### config.mk
export PLATFORM = sky130hd
export DESIGN_NAME = controlador_conversion_bcd
export DESIGN_NICKNAME = d
export VERILOG_FILES = /design/src/rtl/controlador_conversion_bcd.sv
export SDC_FILE = /design/constraint.sdc
export NUM_CORES = 1
export LEC_CHECK = 0
export ABC_CLOCK_PERIOD_IN_PS = 2340
export CAP_MARGIN = 20
export CELL_PAD_IN_SITES_DETAIL_PLACEMENT = 0
export CELL_PAD_IN_SITES_GLOBAL_PLACEMENT = 1
export CORE_MARGIN = 3
export CORE_UTILIZATION = 35
export DETAILED_ROUTE_END_ITERATION = 12
export PLACE_DENSITY_LB_ADDON = 0.12
export SKIP_LAST_GASP = 1
export SLEW_MARGIN = 30
export SYNTH_ARGS = -nofsm -noshare
export SYNTH_HDL_FRONTEND = slang
export SYNTH_SLANG_ARGS = --single-unit
### constraint.sdc
create_clock -name clk -period 2.34 [get_ports clk]
set_clock_uncertainty 0.2 [all_clocks]
set_input_delay 0.468 -clock clk [delete_from_list [all_inputs] [get_ports clk]]
set_output_delay 0.468 -clock clk [all_outputs]
set_load 0.02 [all_outputs]
### src/rtl/controlador_conversion_bcd.sv
// Serial binary-to-BCD converter using the double-dabble (shift-and-add-3) algorithm.
// One bit is processed per clock; the four BCD digits are registered and update only on completion.
module controlador_conversion_bcd #(
  parameter int unsigned ANCHO = 10
) (
  input  logic             clk,
  input  logic             reset,
  input  logic             Inicio,
  input  logic [ANCHO-1:0] N_Binario,
  output logic             Ocupado,
  output logic             Listo,
  output logic [3:0]       Millares,
  output logic [3:0]       Centenas,
  output logic [3:0]       Decenas,
  output logic [3:0]       Unidades
);

  localparam int unsigned CntW = $clog2(ANCHO + 1);

  typedef enum logic {
    Reposo,
    Convertir
  } estado_e;

  estado_e          estado_q, estado_d;
  logic [ANCHO-1:0] shift_q, shift_d;
  logic [15:0]      scratch_q, scratch_d;
  logic [CntW-1:0]  cnt_q, cnt_d;
  logic             ocupado_q, ocupado_d;
  logic             listo_q, listo_d;
  logic [15:0]      bcd_q, bcd_d;

  logic [15:0]      corregido;
  logic [15:0]      desplazado;

  // All four digits are corrected in parallel before the shift.
  always_comb begin
    corregido = scratch_q;
    for (int i = 0; i < 4; i++) begin
      if (scratch_q[4*i +: 4] >= 4'd5) begin
        corregido[4*i +: 4] = scratch_q[4*i +: 4] + 4'd3;
      end
    end
  end

  assign desplazado = {corregido[14:0], shift_q[ANCHO-1]};

  always_comb begin
    estado_d  = estado_q;
    shift_d   = shift_q;
    scratch_d = scratch_q;
    cnt_d     = cnt_q;
    ocupado_d = ocupado_q;
    listo_d   = 1'b0;
    bcd_d     = bcd_q;

    case (estado_q)
      Reposo: begin
        if (Inicio) begin
          shift_d   = N_Binario;
          scratch_d = '0;
          cnt_d     = CntW'(ANCHO);
          ocupado_d = 1'b1;
          estado_d  = Convertir;
        end
      end
      Convertir: begin
        scratch_d = desplazado;
        shift_d   = shift_q << 1;
        cnt_d     = cnt_q - CntW'(1);
        // Last step: publish the freshly shifted scratch directly.
        if (cnt_q == CntW'(1)) begin
          bcd_d     = desplazado;
          listo_d   = 1'b1;
          ocupado_d = 1'b0;
          estado_d  = Reposo;
        end
      end
      default: begin
        estado_d  = Reposo;
        ocupado_d = 1'b0;
      end
    endcase
  end

  always_ff @(posedge clk or negedge reset) begin
    if (!reset) begin
      estado_q  <= Reposo;
      shift_q   <= '0;
      scratch_q <= '0;
      cnt_q     <= '0;
      ocupado_q <= 1'b0;
      listo_q   <= 1'b0;
      bcd_q     <= '0;
    end else begin
      estado_q  <= estado_d;
      shift_q   <= shift_d;
      scratch_q <= scratch_d;
      cnt_q     <= cnt_d;
      ocupado_q <= ocupado_d;
      listo_q   <= listo_d;
      bcd_q     <= bcd_d;
    end
  end

  assign Ocupado  = ocupado_q;
  assign Listo    = listo_q;
  assign Millares = bcd_q[15:12];
  assign Centenas = bcd_q[11:8];
  assign Decenas  = bcd_q[7:4];
  assign Unidades = bcd_q[3:0];

endmodule

==> results.ini <==
[pwr]
p_int_mw = 2.37
pwr-share-comb_pct = 45.5
power.leakage_nw = 1.23
p_clk_share_pct = 16.4
power.density_mw_per_mm2 = 1370
irDropWorstVdd_v = 0.000555
p_sw_mw = 1.49
seq_power_share_pct = 38.1
finalPower_mw = 3.86
swShare_pct = 38.6

[route]
route.met3.wl_um = 155
vias = 1665
wl_met2_mm = 2.10
drtIter0Drc = 73
wl_met1_mm = 2.22
first_pass_iters = 4
wire_per_inst_um = 13.5
via_per_inst = 4.93
routed_wl_mm = 4.57
ant_nets = 0
top_layer = met4
drc = 0

[worst_setup_path]
crit_required_ns = 1.67
critPathLaunchType = register
cp.arrival_ns = 1.29
crit_slowest_cell = clkdlybuf4s50_1
max_stage_delay_ns = 0.61
crit_chain = clkdlybuf4s50_1
regToRegStartpoint = cnt_q[1]
critical_path.top_delay_family = buffers and inverters
worstPathMaxFanout = 2
path_buf_inv = 1
critical_path_class = reg -> out
reg2reg_to = bcd_q[14]
crit_path_end_kind = output port
r2r_slack_ns = 0.43
reg2reg_depth = 5

[cts]
cts_buffer_depth = 2
cts_tree = built
worstSkewPairLatency_ns = 0.30
cts_max_level = 2
ctsResizeCount = 0
cts.sinks = 49
numCtsBuffers = 5
post_cts_buffers = 0
clk_pin_slew_ns = 0.10
cts_root_buffer = clkbuf_8
holdBufCountCts = 1

[flow_run]
maxCapViolCount = 0

[placement]
dp_hpwl_mm = 3.09
port_buffers = 30
gp_congestion = 0.681

[min_path]
whs_path_depth = 2
hp-start = bcd_q[2]
whs_endpoint = bcd_q[2]
hold_class = reg -> reg

[cells_and_area]
num_antenna_cells = 0
drive_above_1_share_pct = 7.98
final_nets = 285
area_delta_synth_final_pct = 22.8

[sta]
finalSetupTns_ns = 0
finalCritPeriodShare_pct = 83.6
setup_violations = 0
worstMarginPinSlew_ns = 0.492
slew_viol_final = 0
hold_viol_final = 0
rsz0062_at_grt = no
min_period_ns = 1.96
maxSlewHeadroom_pct = 67.2
fmax_mhz = 511

[floorplanning]
die-area_mm2 = 0.00753
initial_core_util_pct = 37.2
core_area_mm2 = 0.00613
dieHeight_um = 86.8
rows = 28
num_io_pins = 31
fp.dieW_um = 86.8

[logic_synthesis]
synth.net_count = 253
synthesis.area_mm2 = 0.00228
ys_warn_count = 0
avgSynthCellArea_um2 = 9.93
synthArstFlopShare_pct = 100
synthFlopType = dfrtp_1
synth_seq_cells = 49
yosysSeqAreaShare_pct = 53.7
ys_types = 27
synth-edff-count = 0
syn_inst = 230

[outcome]
status = completed

[grt]
grtUsageTotal_pct = 13.0
grt_pass1_vias = 1653
antenna_found_initial = 0
grt_max_degree = 34
overflow = 0
grt_pass1_wl_mm = 7.69

state kept, by name (all words and copies together) (netlist names):
| register | count |
|---|---|
| Listo | 1 |
| Ocupado | 1 |
| bcd_q | 16 |
| cnt_q | 4 |
| estado_q | 1 |
| scratch_q | 16 |
| shift_q | 10 |
area by class of cell:
| class | count | area [um2] |
|---|---|---|
| fillers | 602 | 3330 |
| flip-flops and latches | 49 | 1230 |
| multi-input cells | 156 | 953 |
| repair buffers | 37 | 363 |
| well taps | 75 | 93.8 |
| clock buffers | 6 | 82.6 |
| inverters | 13 | 48.8 |
| clock inverters | 2 | 37.5 |
cell usage after synthesis, types with 2 or more instances:
cell,n,share of area (%)
o22ai_1,14,3.8
o21ai_1,9,2.0
ha_1,10,5.5
nor3_1,4,0.88
nand3_1,2,0.44
o21ai_0,19,4.2
or3_1,2,0.55
nor2_1,6,0.99
buf_2,2,0.44
nand2b_1,4,1.1
dfrtp_1,49,54
a21oi_1,13,2.8
nand2_1,43,7.1
clkbuf_1,8,1.3
nor3b_1,6,2.0
mux2i_1,10,4.4
mux2_2,3,1.5
inv_1,12,2.0
xnor2_1,6,2.3
worst max path at each step:
stage	from	endpoint	depth (start not counted)
3_3_place_gp	cnt_q[1]	bcd_q[14]	5
2_1_floorplan	cnt_q[1]	bcd_q[10]	7
3_5_place_dp	cnt_q[1]	bcd_q[14]	5
4_1_cts	bcd_q[4]	Decenas[0]	1
6_report	bcd_q[4]	Decenas[0]	1
5_1_grt	scratch_q[0]	scratch_q[2]	6
power by group through the flow:
| stage | Sequential, mW | Clock, mW | Combinational, mW |
|---|---|---|---|
| floorplan | 1.59 | 0 | 1.10 |
| CTS | 1.47 | 0.665 | 1.79 |
| detailed placement | 1.49 | 0 | 1.79 |
| finish | 1.47 | 0.633 | 1.76 |
| global route | 1.52 | 0.691 | 2.00 |
| global placement | 1.49 | 0 | 1.75 |
stage by stage:
stage / instance area (um2) / utilization [%] / std cells / hold WS [ns] / setup WS [ns]
final: 2810 / 45.8 / 338 / 0.288 / 0.384
after global routing: 2810 / 45.8 / 338 / 0.321 / 0.303
after CTS: 2810 / 45.8 / 338 / 0.292 / 0.353
after detailed placement: 2680 / 43.6 / 329 / 0.258 / 0.437
after global placement: 2680 / 43.6 / 329 / 0.269 / 0.454
after floorplan: 2280 / - / 230 / -0.0276 / 0.573
layout by cell type (no fill, tap or decap):
cell type,count
nor2_1,6
clkbuf_8,6
inv_2,1
nor3_1,4
clkdlybuf4s50_1,29
mux2i_1,10
or4b_4,1
mux2_2,3
xnor2_1,6
o21ai_0,19
o21ai_1,9
bufinv_16,1
buf_4,5
inv_1,12
nand2_1,43
dfrtp_1,49
buf_12,1
o31ai_1,1
nand2b_1,4
o311ai_2,1
or3_1,2
dlygate4sd3_1,1
clkinvlp_4,1
nor3b_1,6
nand3_1,2
o311ai_0,1
buf_2,1
o22ai_1,14
a21oi_1,13
ha_1,10
a31oi_1,1
routing by layer:
metal / vias to the layer above / global-route usage (%)
li1: 850 / -
met1: 783 / 17.3
met2: 25 / 20.7
met3: 7 / 3.23
met4: 0 / 4.67
met5: - / 0
kinds of logic after synthesis:
logic type / synth area share, %
adders and majority gates: 5.48
and+or+nand+nor: 13.6
DFF: 53.7
AOI/OAI and AO/OA: 14.5
muxes: 5.86
buffers and inverters: 4.55
xor gates and xnor gates: 2.30
No activity file was read; power rests on OpenSTA's default activity.
